$ cat config.mk
export PLATFORM = sky130hd
export DESIGN_NAME = tt_uio_bank
export DESIGN_NICKNAME = d
export VERILOG_FILES = /design/src/rtl/tt_uio_pkg.sv /design/src/rtl/tt_sync_bit.sv /design/src/rtl/tt_uio_bank.sv
export SDC_FILE = /design/constraint.sdc
export NUM_CORES = 1
export LEC_CHECK = 0
export ABC_AREA = 1
export CAP_MARGIN = 10
export CORE_MARGIN = 5
export CORE_UTILIZATION = 55
export CTS_BUF_LIST = sky130_fd_sc_hd__clkbuf_8
export CTS_CLUSTER_SIZE = 20
export DETAILED_ROUTE_END_ITERATION = 6
export MAX_ROUTING_LAYER = met4
export PLACE_DENSITY_LB_ADDON = 0.15
export SLEW_MARGIN = 40
export SYNTH_ARGS = -nofsm -noshare
export SYNTH_HDL_FRONTEND = slang
export SYNTH_HIERARCHICAL = 1
export SYNTH_SLANG_ARGS = --single-unit
$ cat constraint.sdc
create_clock -name clk -period 1.6 [get_ports clk]
set_clock_uncertainty 0.2 [all_clocks]
set_input_delay 0.32 -clock clk [delete_from_list [all_inputs] [get_ports clk]]
set_output_delay 0.32 -clock clk [all_outputs]
set_load 0.01 [all_outputs]
$ cat src/rtl/tt_uio_pkg.sv
// Shared constants for the tt_uio_bank register-mapped IO bank:
// register addresses and the command-port state encoding.
package tt_uio_pkg;

    localparam int ADDR_W = 3;

    localparam logic [ADDR_W-1:0] ADDR_DIR    = 3'd0;
    localparam logic [ADDR_W-1:0] ADDR_OUT    = 3'd1;
    localparam logic [ADDR_W-1:0] ADDR_IN     = 3'd2;
    localparam logic [ADDR_W-1:0] ADDR_EDGE   = 3'd3;
    localparam logic [ADDR_W-1:0] ADDR_IEN    = 3'd4;
    localparam logic [ADDR_W-1:0] ADDR_TOGGLE = 3'd5;

    typedef enum logic {
        ST_IDLE = 1'b0,
        ST_RESP = 1'b1
    } state_t;

endpackage

$ cat src/rtl/tt_sync_bit.sv
// Single-bit multi-flop synchroniser for one raw pad input.
module tt_sync_bit #(
    parameter int STAGES = 2
) (
    input  logic clk,
    input  logic rst_n,
    input  logic d,
    output logic q
);

    logic [STAGES-1:0] r_sync;

    always_ff @(posedge clk or negedge rst_n) begin
        if (!rst_n) begin
            r_sync <= '0;
        end else begin
            r_sync <= {r_sync[STAGES-2:0], d};
        end
    end

    assign q = r_sync[STAGES-1];

endmodule

$ cat src/rtl/tt_uio_bank.sv
// Register-mapped bidirectional IO bank: direction/output registers, synchronised
// inputs, sticky rising-edge capture with interrupt mask, and atomic output toggle.
module tt_uio_bank
    import tt_uio_pkg::*;
#(
    parameter int WIDTH       = 8,
    parameter int SYNC_STAGES = 2
) (
    input  logic              clk,
    input  logic              rst_n,
    input  logic              ena,
    input  logic              cmd_valid,
    output logic              cmd_ready,
    input  logic              cmd_we,
    input  logic [ADDR_W-1:0] cmd_addr,
    input  logic [WIDTH-1:0]  cmd_wdata,
    output logic              rsp_valid,
    output logic [WIDTH-1:0]  rsp_rdata,
    input  logic [WIDTH-1:0]  pin_in,
    output logic [WIDTH-1:0]  pin_out,
    output logic [WIDTH-1:0]  pin_oe,
    output logic              irq
);

    state_t            r_state;
    state_t            w_state_next;
    logic [WIDTH-1:0]  r_dir;
    logic [WIDTH-1:0]  r_out;
    logic [WIDTH-1:0]  r_in_prev;
    logic [WIDTH-1:0]  r_edge;
    logic [WIDTH-1:0]  r_ien;
    logic [WIDTH-1:0]  r_rdata;
    logic              r_irq;
    logic [WIDTH-1:0]  w_in;
    logic [WIDTH-1:0]  w_rise;
    logic [WIDTH-1:0]  w_clr;
    logic [WIDTH-1:0]  w_rdata;
    logic              w_accept;
    logic              w_wr;

    generate
        for (genvar gi = 0; gi < WIDTH; gi++) begin : g_sync
            tt_sync_bit #(
                .STAGES (SYNC_STAGES)
            ) u_sync (
                .clk   (clk),
                .rst_n (rst_n),
                .d     (pin_in[gi]),
                .q     (w_in[gi])
            );
        end
    endgenerate

    always_comb begin
        w_state_next = r_state;
        cmd_ready    = 1'b0;
        rsp_valid    = 1'b0;
        case (r_state)
            ST_IDLE: begin
                cmd_ready = ena;
                if (cmd_valid && ena) begin
                    w_state_next = ST_RESP;
                end
            end
            ST_RESP: begin
                rsp_valid    = 1'b1;
                w_state_next = ST_IDLE;
            end
            default: w_state_next = ST_IDLE;
        endcase
    end

    assign w_accept = cmd_valid && cmd_ready;
    assign w_wr     = w_accept && cmd_we;

    // Only input pins can record edges; W1C clear is applied before the set so a
    // coincident rise keeps the bit.
    assign w_rise = w_in & ~r_in_prev & ~r_dir;
    assign w_clr  = (w_wr && cmd_addr == ADDR_EDGE) ? cmd_wdata : '0;

    always_comb begin
        w_rdata = '0;
        case (cmd_addr)
            ADDR_DIR:  w_rdata = r_dir;
            ADDR_OUT:  w_rdata = r_out;
            ADDR_IN:   w_rdata = w_in;
            ADDR_EDGE: w_rdata = r_edge;
            ADDR_IEN:  w_rdata = r_ien;
            default:   w_rdata = '0;
        endcase
    end

    always_ff @(posedge clk or negedge rst_n) begin
        if (!rst_n) begin
            r_state   <= ST_IDLE;
            r_dir     <= '0;
            r_out     <= '0;
            r_in_prev <= '0;
            r_edge    <= '0;
            r_ien     <= '0;
            r_rdata   <= '0;
            r_irq     <= 1'b0;
        end else begin
            r_state   <= w_state_next;
            r_in_prev <= w_in;
            r_irq     <= |(r_edge & r_ien);
            if (ena) begin
                r_edge <= (r_edge & ~w_clr) | w_rise;
            end
            if (w_accept) begin
                r_rdata <= cmd_we ? '0 : w_rdata;
            end
            if (w_wr) begin
                case (cmd_addr)
                    ADDR_DIR:    r_dir <= cmd_wdata;
                    ADDR_OUT:    r_out <= cmd_wdata;
                    ADDR_IEN:    r_ien <= cmd_wdata;
                    ADDR_TOGGLE: r_out <= r_out ^ cmd_wdata;
                    default:     ;
                endcase
            end
        end
    end

    assign pin_oe    = r_dir;
    assign pin_out   = r_out;
    assign rsp_rdata = r_rdata;
    assign irq       = r_irq;

endmodule

# Word-level counts from Yosys, hierarchy flattened
# Index checks and enable logic that the tools add are counted.
[classes]
eq_ne = 5
muxes = 8
bitwise_logic = 10
reduce_logical = 10
[op_table]
columns = ["op", "count"]
rows = [
  ["one-hot mux 8 bit (5 select lines)", 1],
  ["bitwise AND 8 bit", 4],
  ["NOT 8 bit", 3],
  ["2-to-1 mux 8 bit", 2],
  ["one-hot mux 8 bit (2 select lines)", 1],
  ["bitwise OR 8 bit", 1],
  ["OR reduction 8 bit", 1],
  ["XOR 8 bit", 1],
  ["equality test 3 x 2 -> 1 bit (second input constant)", 2],
  ["equality test 3 bit (second input constant)", 2],
  ["AND reduction 2 bit", 3],
  ["logical AND 1 bit", 4],
  ["equality test 3 x 1 -> 1 bit (second input constant)", 1],
  ["zero test 3 bit", 1],
  ["2-to-1 mux 1 bit", 3],
  ["one-hot mux 1 bit (2 select lines)", 1],
  ["nonzero test 2 bit", 1],
  ["NOT 1 bit", 1],
]
[word_totals]
ff_bits = 66
input_bits = 24
elab_cells = 49

# Longest topological paths before layout
# Gate-level depths: netlist of the first run.
[logic_depth]
ltp_word = 8
mapped_depth = 9
depth_no_buf = 7

# By module
# The synthesis of the first run kept the hierarchy.
[by_module_without_submodules]
columns = ["mod", "instances", "cells_each", "area_per_inst_um2"]
rows = [
  ["tt_uio_bank", 1, 296, 2626.3],
  ["tt_sync_bit", 8, 2, 50.0],
]

# Worst setup path after synthesis of the first run
# OpenSTA, ideal clock, no wires.
[synth_path]
path_type = "reg-to-reg"
start = "register r_state"
end = "register r_dir[5], in the netlist pin_oe[5]"
setup_time_ns = 0.120
t_arrival_ns = 1.173
path_slack_ns = 0.107
path_stages_with_launch = 8
n_path_buf = 1
cell_sequence = "dfrtp_1 > nor2_8 > inv_4 > nor2_8 > nand3_4 > buf_6 > nand2_1 > o21ai_2"
[synth_via]
elab_chain_cells = 4
[synth_rtl]
columns = ["element", "line_no", "source"]
rows = [
  ["start, declared", "tt_uio_bank.sv:25", "state_t r_state;"],
  ["start signal, assigned", "tt_uio_bank.sv:104", "r_state <= w_state_next;"],
  ["2-to-1 mux 1 bit", "tt_uio_bank.sv:58", "case (r_state)"],
  ["logical AND 1 bit", "tt_uio_bank.sv:73", "assign w_accept = cmd_valid && cmd_ready;"],
  ["logical AND 1 bit", "tt_uio_bank.sv:74", "assign w_wr = w_accept && cmd_we;"],
  ["AND reduction 2 bit (no source line)", "--", ""],
  ["end signal, assigned", "tt_uio_bank.sv:115", "ADDR_DIR: r_dir <= cmd_wdata;"],
  ["end, declared", "tt_uio_bank.sv:27", "logic [WIDTH-1:0] r_dir;"],
]
# Every way passes these cells.
# A chain may end at the register's enable or synchronous reset.

# Final worst setup path of the first run
[layout_path]
start = "register r_state"
end = "register r_dir[7], in the netlist pin_oe[7]"
# The elaborated chain is that of the path after synthesis.

==> summary.txt, run 1 <==
STA
  • Post-route setup TNS: -2.14 ns
  • RSZ-0062 raised after global routing: yes
  • Slew @ Worst Pin: ~0.37 ns
  • Tcrit/Tclk final: 107%
  • Setup slack after layout: -0.117 ns
  • Final-report setup violation count: 32
  • Hold Vio Cnt, Final: 0
  • Final slew viol count: 0
  • Rel. slew slack: approximately three quarters
  • Worst hold slack: about 0.15 ns
  • Max Freq: just under 600 MHz
  • Fin crit period: between 1.5 and 2 ns

Power and ir drop
  • Int Pwr: around 3.4 mW
  • Reg power frac: between 40% and 50%
  • Logic pwr share: between 20% and 30%
  • Pwr Density: ~1100 nW/um^2
  • Psw: 1.32 mW
  • Clock share of power: between 30 and 40%
  • Sw frac: around 28%
  • Lkg Pwr: 2.03 nW
  • Worst VDD drop: around 0.0009 V

Yosys
  • Seq cells post-synth: 66
  • Syn Nets: 336
  • Mapped Area: 3030 um^2
  • Syn Inst Count: about 310
  • Ys Warns: 6
  • Yosys cell types: 26
  • Sequential area share after synthesis: 54.6%
  • Syn avg cell area: between 9 and 10 um^2

Placed design
  • Cells after DPL: 441
  • IO Port Bufs: 50
  • Detail Placement HPWL: 4920 um
  • Routability Congestion: slightly below 0.9

Worst setup path
  • Crit-path cells: buf_6, buf_12, nor2_8, inv_4, nor2_8, buf_12, nand3_4, o21ai_2
  • CP Launch Type: flip-flop
  • R2r startpoint: r_state$_DFF_PN0_
  • Critical path's largest stage delay: 0.41 ns
  • FF-to-FF End: pin_oe[7]$_DFFE_PN0P_
  • Worst path bufs/invs: 4
  • Critical path class: reg2reg
  • Top Family by Delay on Critical Path: buffers and inverters
  • Worst path slowest cell: dfrtp_2
  • Crit Path Max Fanout: 8
  • R2r worst-path depth: 8
  • Reg2reg setup slack: -0.12 ns
  • WP data arrival: 1.79 ns
  • Critical Path End Type: flip-flop
  • Worst endpoint required time: around 1.7 ns

CTS
  • Clock buffer count from CTS: 9
  • CTS Buffer Depth: 2
  • CTS tree: done
  • CTS Sinks: 66
  • H-tree levels: 3
  • Worst-Skew Late Latency: between 0.3 and 0.4 ns
  • Clock Pin Slew Worst Setup and Hold Paths: ~0.080 ns
  • Cell at the root of the clock tree: clkbuf_8

Global routing
  • Antenna violations before repair: 0
  • Vias in the first global route: 2,539
  • Grt ovf: 0
  • First-pass GRT wire length: roughly 13,000 um
  • Pin count of the biggest net entering global routing: 67
  • Total GRT Usage: between 20% and 30%

Floorplan
  • # rows: 27
  • Initial core utilization: around 56%
  • IO Count: between 50 and 60
  • Die area: 7090 um^2
  • Chip width: ~84 um
  • Area of the core: around 5400 um^2
  • Chip height: between 80 and 90 um

Layout
  • Commonest non-fill, non-tap cells in the layout: 72 x nand2_1, 65 x dfrtp_1, 29 x nand3_1
  • Fin cells: about 480
  • Synth-to-Final Area Change: 38.4%
  • # nets final: ~430
  • Commonest non-fill, non-tap cell in the layout: nand2_1
  • Layout Utilization: just under 80%
  • Fill count: approximately 370
  • Layout cells sized above 1: 24.6%
  • Diodes inserted: 0
  • Register Area: between 1500 and 2000 um^2
  • Area of the multi-input gates: 1240 um^2

Route
  • TritonRoute pass-1 iters: 4
  • Total detailed-routing wirelength: about 7400 um
  • Vias: about 2,600
  • Avg WL per Cell: roughly 15 um
  • Iteration-0 DRC Markers: between 150 and 200
  • Vias per inst: about 5.3
  • # DRC: 0
  • Antenna-violating nets left: 0

Hold path
  • Hold path depth: 0
  • Hold Path Sink: g_sync[1].u_sync/r_sync[1]$_DFF_PN0_
  • Hold WC Path Type: reg2reg
  • Hold path start: g_sync[1].u_sync/r_sync[0]$_DFF_PN0_

Run status
  • Outcome: complete, but fails checks
  • Violated checks: negative setup slack

Job
  • MaxCap Viol Count: 0
## logic make-up after synthesis
| kind of cell | count (synthesis) | share of synthesized area [%] |
|---|---|---|
| flops | 66 | 54.6 |
| compound gates | 53 | 11.2 |
| simple gates | 148 | 25.5 |
| buf+inv | 37 | 6.37 |
| xor+xnor | 8 | 2.32 |
## worst max path at each step
stage	cells past startpoint	startpoint	slack (ns)	end
after floorplan	7	r_state$_DFF_PN0_	0.11	pin_oe[5]$_DFFE_PN0P_
final	8	r_state$_DFF_PN0_	-0.12	pin_oe[7]$_DFFE_PN0P_
after detailed placement	4	ena	-0.47	cmd_ready
after CTS	8	r_state$_DFF_PN0_	-0.13	pin_oe[7]$_DFFE_PN0P_
after global routing	8	r_state$_DFF_PN0_	-0.19	r_ien[5]$_DFFE_PN0P_
after global placement	4	ena	-0.46	cmd_ready
## repair_timing
action | in CTS | in global routing
buffers inserted | 10 | 9
hold endpoints to repair | 66 | 0
gates cloned | 2 | 0
pin swaps | 8 | 5
hold buffers | 1 | 0
resized for setup | 38 | 12
endpoints found under the setup margin | 60 | 48
## per-stage QoR
step | area, um^2 | setup WS (ns) | total power [mW]
6_report | 4190 | -0.117 | 4.69
2_1_floorplan | 3030 | 0.107 | 2.46
3_5_place_dp | 3740 | -0.471 | 2.95
4_1_cts | 4110 | -0.133 | 4.63
3_3_place_gp | 3740 | -0.455 | 2.92
5_1_grt | 4190 | -0.193 | 4.91
## sequential cells by signal, indices dropped and copies added, names as in the netlist
name and cells:
g_sync.u_sync/r_sync 16, irq 1, pin_oe 8, pin_out 8
r_edge 8, r_ien 8, r_in_prev 8, r_state 1
rsp_rdata 8
## synthesized netlist by cell type
| master | number | area (um^2) |
|---|---|---|
| o21ai_2 | 18 | 158 |
| buf_4 | 2 | 15.0 |
| nor2_1 | 15 | 56.3 |
| o21ai_1 | 8 | 40.0 |
| nand3_1 | 29 | 145 |
| nor3_4 | 2 | 32.5 |
| inv_1 | 21 | 78.8 |
| inv_4 | 2 | 12.5 |
| nand3_4 | 2 | 35.0 |
| nor2_8 | 3 | 60.1 |
| nand2_2 | 3 | 18.8 |
| nand4_1 | 16 | 100 |
| buf_2 | 3 | 15.0 |
| xor2_1 | 8 | 70.1 |
| buf_6 | 5 | 56.3 |
| inv_2 | 2 | 7.51 |
| nand3_2 | 1 | 10.0 |
| buf_1 | 1 | 3.75 |
| nand2_4 | 2 | 22.5 |
| nand2_1 | 73 | 274 |
| nor2_4 | 1 | 11.3 |
| clkbuf_1 | 1 | 3.75 |
| nor2_2 | 1 | 6.26 |
| o21ai_0 | 25 | 125 |
| a221oi_1 | 2 | 17.5 |
| dfrtp_1 | 66 | 1650 |
## power by group through the flow
stage	Sequential (mW)	Clock [mW]	Combinational [mW]
final	2.00	1.73	0.955
after CTS	2.01	1.75	0.871
after detailed placement	2.05	0	0.902
after global routing	2.02	1.84	1.05
after global placement	2.04	0	0.882
after floorplan	2.07	0	0.390
## area by class of cell
class / count / share of cell area (%)
tap: 72 / 2.15
sequential: 66 / 39.5
clock inverter: 7 / 2.96
timing repair buffer: 89 / 20.6
multi-input combinational: 211 / 29.5
clock buffer: 9 / 2.96
inverter: 25 / 2.36
## routing by layer
metal  track usage (%)  share of wire (%)  vias up
li1                  -                  -     1234
met1              31.4                 44     1200
met2              33.9                 46      102
met3              4.91                8.0       14
met4              11.8                2.0        0
met5                 -                  0        -
Note: power is estimated with default switching activity, not from simulation.
==> inputs of run 2 (changes only) <==
--- a/config.mk
+++ b/config.mk
@@ -7,11 +7,14 @@
 export LEC_CHECK = 0
 export ABC_AREA = 1
 export CAP_MARGIN = 10
+export CELL_PAD_IN_SITES_DETAIL_PLACEMENT = 1
+export CELL_PAD_IN_SITES_GLOBAL_PLACEMENT = 2
 export CORE_MARGIN = 5
-export CORE_UTILIZATION = 55
+export CORE_UTILIZATION = 34
 export CTS_BUF_LIST = sky130_fd_sc_hd__clkbuf_8
 export CTS_CLUSTER_SIZE = 20
 export DETAILED_ROUTE_END_ITERATION = 6
+export GPL_TIMING_DRIVEN = 0
 export MAX_ROUTING_LAYER = met4
 export PLACE_DENSITY_LB_ADDON = 0.15
 export SLEW_MARGIN = 40
==> summary.txt, run 2 (synthesis results as in run 1) <==
Hold path
  • Hold WC Path Type: in2reg

Layout
  • # nets final: 430
  • Synth-to-Final Area Change: 42.1%
  • Largest Register: g_sync.u_sync/r_sync
  • Layout cells sized above 1: 28.2%
  • Commonest non-fill, non-tap cell in the layout: dfrtp_1
  • Commonest non-fill, non-tap cells in the layout: 65 x dfrtp_1, 61 x nand2_1, 31 x buf_4
  • Max reg flops: 16
  • Diodes inserted: 0
  • Fin cells: between 500 and 600

Global routing
  • Grt met1 use: a little under a quarter
  • Met2 usage: about a quarter
  • Antenna violations before repair: 0
  • GRT Max-Usage Layer: met2
  • Met3 usage: around 2.7%
  • First-pass GRT wire length: between 10,000 and 15,000 um
  • Total GRT Usage: approximately 16%
  • Grt ovf: 0
  • Pin count of the biggest net entering global routing: 54
  • Vias in the first global route: approximately 2,600

STA
  • Fin crit period: around 1.6 ns
  • Hold Vio Cnt, Final: 0
  • Post-route setup TNS: 0 ns
  • Worst hold slack: approximately 0.072 ns
  • Rel. slew slack: 68.5%
  • RSZ-0062 raised after global routing: yes
  • Tcrit/Tclk final: a little over nine tenths
  • Max Freq: roughly 640 MHz
  • Setup slack after layout: around 0.034 ns
  • Final slew viol count: 0
  • Final-report setup violation count: 0
  • Slew @ Worst Pin: roughly 0.47 ns

Worst setup path
  • CP Launch Type: flip-flop
  • Critical Path End Type: flip-flop
  • Crit Path Max Fanout: 6
  • Critical path class: reg2reg
  • WP data arrival: roughly 1.6 ns
  • Worst endpoint required time: about 1.6 ns

Power and ir drop
  • Worst VDD drop: 0.000665 V
  • Pwr Density: around 1100 nW/um^2
  • Lkg Pwr: between 2 and 2.5 nW

Run status
  • Outcome: finished, final reports clean

Floorplan
  • Chip height: between 100 and 150 um
  • Initial core utilization: a little over a third
  • # rows: 34
  • IO Count: 51
  • Die area: 10,900 um^2
  • Area of the core: about 8700 um^2
  • Chip width: between 100 and 150 um

CTS
  • Worst-Skew Late Latency: 0.34 ns
  • Clock Pin Slew Worst Setup and Hold Paths: around 0.080 ns
  • H-tree levels: 3
  • Cell at the root of the clock tree: clkbuf_8
  • CTS tree: done
  • CTS Buffer Depth: 2
  • Clock buffer count from CTS: 9
  • CTS Sinks: 66

Route
  • Vias: approximately 2,500
  • Total detailed-routing wirelength: approximately 8700 um
  • Avg WL per Cell: between 15 and 20 um
  • Antenna-violating nets left: 0
  • TritonRoute pass-1 iters: 4
  • # DRC: 0
  • Iteration-0 DRC Markers: 130
  • Vias per inst: a little under 5

Placed design
  • DP Worst Slack: -0.555 ns
  • Cells after DPL: roughly 470
  • IO Port Bufs: between 40 and 50
  • Routability Congestion: 0.792
  • Detail Placement HPWL: between 5000 and 6000 um

Job
  • MaxCap Viol Count: 0
run 2: final timing paths:
check | from | end | slack, ns | depth (start not counted)
worst max-delay path | r_state$_DFF_PN0_ | pin_oe[4]$_DFFE_PN0P_ | 0.03 | 7
worst min-delay path | ena | r_edge[1]$_DFFE_PN0P_ | 0.07 | 3
worst max register to register | r_state$_DFF_PN0_ | pin_oe[4]$_DFFE_PN0P_ | 0.03 | 7
worst min register to register | g_sync[4].u_sync/r_sync[0]$_DFF_PN0_ | g_sync[4].u_sync/r_sync[1]$_DFF_PN0_ | 0.15 | 0
max in group asynchronous | rst_n | rsp_rdata[0]$_DFFE_PN0N_ | 0.54 | 3
min in group asynchronous | rst_n | g_sync[1].u_sync/r_sync[0]$_DFF_PN0_ | 0.16 | 2
run 2: power by group:
part | total, mW | switching, mW | internal (mW) | leakage [nW]
clock network | 1.76 | 0.712 | 1.05 | 0.116
logic | 0.995 | 0.503 | 0.492 | 1.14
registers | 2.01 | 0.148 | 1.86 | 0.788
run 2: worst max-delay path: stages (launching register included):
cell and delay, ns:
dfrtp_2 0.46, nor2_8 0.13, inv_8 0.05, nor2_8 0.15, nand3_4 0.16, buf_12 0.18
nand2_2 0.06, o21ai_2 0.05
run 2: cell type report:
| class | count | area (um^2) |
|---|---|---|
| clock buffer | 9 | 124 |
| multi-input combinational | 209 | 1240 |
| sequential | 66 | 1650 |
| clock inverter | 7 | 123 |
| inverter | 25 | 106 |
| timing repair buffer | 83 | 796 |
| fill | 1003 | 4380 |
| buffer | 12 | 120 |
| tap | 108 | 135 |
run 2: through the flow:
step	instance area [um^2]	power, mW	util [%]
after floorplan	3030	2.46	-
after global placement	3640	2.91	42.0
after detailed placement	3670	2.94	42.3
after CTS	4070	4.65	46.9
after global routing	4300	5.00	49.6
final	4300	4.76	49.6
run 2: layer usage:
metal	up-vias	wire length, um
li1	1238	-
met1	1240	4100
met2	50	4160
met3	8	353
met4	0	82
met5	-	0
run 2: what timing repair did:
item,4_1_cts,5_1_grt
endpoints found under the hold margin,66,0
hold buffers,1,0
resized for setup,44,34
setup endpoints to repair,66,50
gates cloned,2,0
pin swaps,1,6
setup buffers,10,21
==> inputs of run 3 (changes only) <==
--- a/config.mk
+++ b/config.mk
@@ -9,7 +9,6 @@
 export CAP_MARGIN = 10
 export CELL_PAD_IN_SITES_DETAIL_PLACEMENT = 1
 export CELL_PAD_IN_SITES_GLOBAL_PLACEMENT = 2
-export CORE_MARGIN = 5
 export CORE_UTILIZATION = 34
 export CTS_BUF_LIST = sky130_fd_sc_hd__clkbuf_8
 export CTS_CLUSTER_SIZE = 20
==> summary.txt, run 3 (synthesis results as in run 1) <==
Run status
  • Outcome: complete, but fails checks
  • Violated checks: negative setup slack

STA
  • Post-route setup TNS: -0.217 ns
  • Hold Vio Cnt, Final: 0
  • Fin crit period: 1.64 ns
  • Slew @ Worst Pin: about 0.47 ns
  • Setup slack after layout: -0.0350 ns
  • Rel. slew slack: between 60% and 70%
  • Final-report setup violation count: 12
  • RSZ-0062 raised after global routing: yes
  • Final slew viol count: 0
  • Worst hold slack: 0.0619 ns
  • Max Freq: between 600 and 700 MHz
  • Tcrit/Tclk final: 102%

Route
  • Antenna-violating nets left: 0
  • # DRC: 0
  • Avg WL per Cell: around 17 um
  • Iteration-0 DRC Markers: between 150 and 200
  • Total detailed-routing wirelength: roughly 8600 um
  • TritonRoute pass-1 iters: 4
  • Vias: roughly 2,500
  • Vias per inst: ~4.9

CTS
  • Cell at the root of the clock tree: clkbuf_8
  • CTS Sinks: 66
  • CTS tree: done
  • H-tree levels: 3
  • Worst-Skew Late Latency: ~0.35 ns
  • CTS Buffer Depth: 2
  • Clock buffer count from CTS: 9
  • Clock Pin Slew Worst Setup and Hold Paths: about 0.080 ns

Layout
  • Layout cells sized above 1: ~28%
  • Max reg flops: 16
  • Commonest non-fill, non-tap cells in the layout: 63 x dfrtp_1, 59 x nand2_1, 29 x nand3_1
  • # nets final: 422
  • Layout Utilization: about half
  • Finished Cell Area: ~4200 um^2
  • Commonest non-fill, non-tap cell in the layout: dfrtp_1
  • Fin cells: between 500 and 600
  • Synth-to-Final Area Change: 39.0%
  • Diodes inserted: 0
  • Largest Register: g_sync.u_sync/r_sync

Power and ir drop
  • Psw: about 1.4 mW
  • Pwr Density: ~1100 nW/um^2
  • Logic pwr share: 22.2%
  • Tot Pwr: around 4.4 mW
  • Sw frac: 30.8%
  • Clock share of power: 32.6%
  • Reg power frac: between 40% and 50%
  • Int Pwr: between 3 and 4 mW
  • Worst VDD drop: roughly 0.00050 V
  • Lkg Pwr: approximately 2 nW

Floorplan
  • Chip width: 96.4 um
  • IO Count: 51
  • Die area: between 9000 and 10,000 um^2
  • Chip height: about 96 um
  • Area of the core: 8680 um^2
  • # rows: 34
  • Initial core utilization: approximately a third

Global routing
  • Grt ovf: 0
  • Vias in the first global route: 2,538
  • Total GRT Usage: 21.0%
  • Antenna violations before repair: 0
  • Pin count of the biggest net entering global routing: 44
  • First-pass GRT wire length: between 10,000 and 15,000 um

Placed design
  • Detail Placement HPWL: ~5800 um
  • IO Port Bufs: between 40 and 50
  • DP Worst Slack: -0.547 ns
  • Placed Area: approximately 3700 um^2
  • Routability Congestion: between 0.8 and 0.9
  • Cells after DPL: approximately 470

Worst setup path
  • R2r startpoint: r_state$_DFF_PN0_
  • Critical Path Sink: pin_oe[0]$_DFFE_PN0P_
  • Critical Path End Type: flip-flop
  • R2r worst-path depth: 8
  • Launch point of the worst path: r_state$_DFF_PN0_
  • CP Launch Type: flip-flop
  • FF-to-FF End: pin_oe[0]$_DFFE_PN0P_
  • Critical path class: reg2reg
  • WP data arrival: around 1.7 ns
  • Reg2reg setup slack: -0.04 ns
  • Crit Path Max Fanout: 4
  • Worst endpoint required time: about 1.6 ns

Job
  • MaxCap Viol Count: 0

Hold path
  • Hold path depth: 3
  • Hold WC Path Type: in2reg
[run 3: final cells by class]
| cell class | count | area, um^2 |
|---|---|---|
| Buffer | 12 | 118 |
| Clock buffer | 9 | 124 |
| Clock inverter | 7 | 77.6 |
| Fill cell | 1000 | 4470 |
| Inverter | 25 | 106 |
| Multi-Input combinational cell | 209 | 1270 |
| Sequential cell | 66 | 1660 |
| Tap cell | 108 | 135 |
| Timing Repair Buffer | 75 | 719 |
[run 3: worst min path at each step]
| stage | to | from | slack [ns] |
|---|---|---|---|
| finish | r_edge[5]$_DFFE_PN0P_ | ena | 0.06 |
| global placement | g_sync[6].u_sync/r_sync[1]$_DFF_PN0_ | g_sync[6].u_sync/r_sync[0]$_DFF_PN0_ | 0.13 |
| detailed placement | rsp_rdata[3]$_DFFE_PN0N_ | rst_n | -0.007 |
| CTS | r_edge[7]$_DFFE_PN0P_ | ena | 0.05 |
| floorplan | g_sync[0].u_sync/r_sync[0]$_DFF_PN0_ | rst_n | -0.18 |
| global route | r_state$_DFF_PN0_ | ena | 0.05 |
[run 3: critical path, stage by stage (launching register included)]
cell and delay [ns]:
dfrtp_2 0.42, buf_6 0.13, nor2_8 0.12, inv_8 0.05, nor2_8 0.15, nand3_4 0.16
buf_6 0.19, nand2_2 0.06, o21ai_2 0.05
[run 3: metal layers]
layer	up-vias	global-route usage [%]	part of all wire [%]
li1	1213	-	-
met1	1235	29.1	48
met2	47	31.4	46
met3	12	3.16	3.7
met4	0	7.35	1.9
met5	-	-	0
[run 3: power by group through the flow]
stage / sequential, mW / combinational [mW] / clock, mW
2_1_floorplan: 2.07 / 0.390 / 0
3_3_place_gp: 2.05 / 0.861 / 0
3_5_place_dp: 2.05 / 0.889 / 0
4_1_cts: 2.00 / 0.913 / 1.49
5_1_grt: 2.04 / 1.10 / 1.55
6_report: 2.01 / 0.987 / 1.44
[run 3: repair_timing]
action                                  CTS  global route
endpoints found under the hold margin    66             0
cloned                                    1             0
pin swaps                                 2             1
hold buffers                              1             0
resized for setup                        61            30
endpoints found under the setup margin   62            50
buffers inserted                         18             6
==> RTL change: new RTL, config.mk and constraints of run 3 <==
Make the reset (`rst_n`) synchronous in 2 clocked blocks.
--- a/src/rtl/tt_sync_bit.sv
+++ b/src/rtl/tt_sync_bit.sv
@@ -10,7 +10,7 @@
 
     logic [STAGES-1:0] r_sync;
 
-    always_ff @(posedge clk or negedge rst_n) begin
+    always_ff @(posedge clk) begin
         if (!rst_n) begin
             r_sync <= '0;
         end else begin
--- a/src/rtl/tt_uio_bank.sv
+++ b/src/rtl/tt_uio_bank.sv
@@ -90,7 +90,7 @@
         endcase
     end
 
-    always_ff @(posedge clk or negedge rst_n) begin
+    always_ff @(posedge clk) begin
         if (!rst_n) begin
             r_state   <= ST_IDLE;
             r_dir     <= '0;
Function: differs if rst_n is asserted again (counterexample within 4 cycles, from zero or initial values and one cycle with rst_n low); with rst_n held inactive, the same outputs for 4 cycles.
==> RTL change against run 3 <==
Cell area shrank 9.0%. Cell count grew 9.8%. Critical path depth shrank 6. Area after synthesis shrank 5.2%. Setup slack gained 0.091 ns. Non-clock buffer count shrank 14. Utilization shrank 1.6 points. Synthesized cell count grew 23%. Sequential cell count is the same. Count of clock-buffer cells in the layout grew 1. Register-to-register slack gained 0.11 ns. Routed wire length grew 1.9%. Sequential share of layout area shrank 4.6 points. Largest cell class unchanged.
Power is not compared: it rests on default switching activity, and its combinational part moved more than twofold at a synthesized area within 25%.
==> RTL change: results (changes against run 3) <==
Yosys
  • Post-synth top cells: 73 x nand2_1, 66 x dfxtp_1, 45 x inv_1
  • Yosys cell types: 25 (-3.8%)
  • Register area share after synthesis: 0.4603 (-0.08535)
  • Compound-gate portion of the synthesized area: 0.1561 (+0.04362)
  • Synthesized net count: 407 (+21%)
  • Synth Area in XOR/XNOR: 0 (-0.02315)
  • Main area contributors after synthesis: dfxtp_1 46%, nand2_1 9.5%, a21oi_1 5.9%
  • Ys flop type: dfxtp_1
  • Asr flop ratio synth: 0 (-1.000)

Place
  • Buffers on Ports: 47 (-2.1%)
  • DP Worst Slack: -1.091 ns (-0.5446 ns)
  • HPWL after DPL: 6307 um (+8.3%)
  • GP Congestion: 0.8331 (about the same)

Critical path
  • Worst Path Max Fanout: 3 (-1)

Detailed routing
  • Routed vias: 2775 (+11%)
  • DRT iter0 DRCs: 134 (-14%)
  • Drt total wl: 8759 um (+1.9%)
  • Post-DRT Antenna Nets: 0 (unchanged)

GRT
  • Vias in the first global route: 2738 (+7.9%)
  • Met1 Resource Use GR: 0.2881 (-0.003232)
  • First-pass GRT wire length: 14010 um (+2.4%)
  • GR Util All Layers: 0.2175 (+0.007308)
  • Global routing usage on met3: 0.03155 (-0.00004218)
  • GR Util met2: 0.3382 (+0.02437)

Run status
  • Outcome: completed

CTS
  • TritonCTS Buffers: 9 (unchanged)

Timing
  • Slew headroom: 0.6596 (-0.02650)

Layout
  • Share of cells above drive strength 1: 0.1667 (-0.1112)
  • Layout Nets: 475 (+13%)

Min path
  • Hold Crit Class: in2reg
RTL change: cell types whose count changed after synthesis, moves of 4 or more:
cell | before | now
a21oi_1 | 0 | 34
inv_1 | 21 | 45
o21ai_2 | 18 | 0
nor2_1 | 15 | 34
dfrtp_1 | 66 | 0
a22o_1 | 0 | 4
dfxtp_1 | 0 | 66
o21ai_1 | 8 | 12
a21oi_2 | 0 | 4
xor2_1 | 8 | 0
RTL change: path summary, 6_finish.rpt:
kind	endpoint	cells after the start	start	slack (ns)
worst min register to register	g_sync[5].u_sync/r_sync[1]	2	g_sync[5].u_sync/r_sync[0]	0.22
worst max-delay path	cmd_ready	2	r_state	0.06
worst min-delay path	r_edge[2]	3	ena	0.13
worst max register to register	rsp_rdata[1]	6	r_state	0.07
RTL change: layout make-up:
cell class,count,area (sq um)
clock inverter,6,113.9
buffer,16,117.6
tap,105,131.4
fill,1022,4345
multi-input combinational,252,1294
inverter,49,183.9
timing repair buffer,57,520.5
sequential,66,1331
clock buffer,10,137.6
RTL change: cells by family after synthesis:
kind of cell    Yosys count
buf+inv                  66
compound gates           82
simple gates            169
flops                    66
RTL change: worst max-delay path, cell delays in order (launching register included):
cell and delay (ns):
dfxtp_4 0.37, nor2_8 0.14, buf_2 0.16
RTL change: per-stage QoR:
step / hold slack, ns / total power, mW / area (sq um) / utilization / instances
after floorplan: 0.1900 / 1.902 / 2870 / - / 383
after global placement: 0.1928 / 2.045 / 3472 / 0.4247 / 535
after detailed placement: 0.2004 / 2.051 / 3472 / 0.4247 / 535
after CTS: 0.1219 / 3.814 / 3737 / 0.4571 / 554
after global routing: 0.1369 / 3.943 / 3830 / 0.4685 / 561
final: 0.1300 / 3.799 / 3830 / 0.4685 / 561
RTL change: routing by layer:
layer,vias up,share of wire
met1,1297,0.49
met2,73,0.45
met3,13,0.047
met5,-,0
li1,1392,-
met4,0,0.014
RTL change: power by group through the flow:
stage | Sequential (mW) | Clock (mW) | Combinational, mW
after floorplan | 1.74 | 0 | 0.161
after global placement | 1.74 | 0 | 0.300
after detailed placement | 1.75 | 0 | 0.305
after CTS | 1.71 | 1.80 | 0.304
after global routing | 1.71 | 1.88 | 0.357
final | 1.71 | 1.77 | 0.324
RTL change: timing repair:
action,in CTS,in global routing
pin swaps,2,6
setup buffers,4,6
gates cloned,0,1
resized for setup,45,19
setup endpoints to repair,77,26
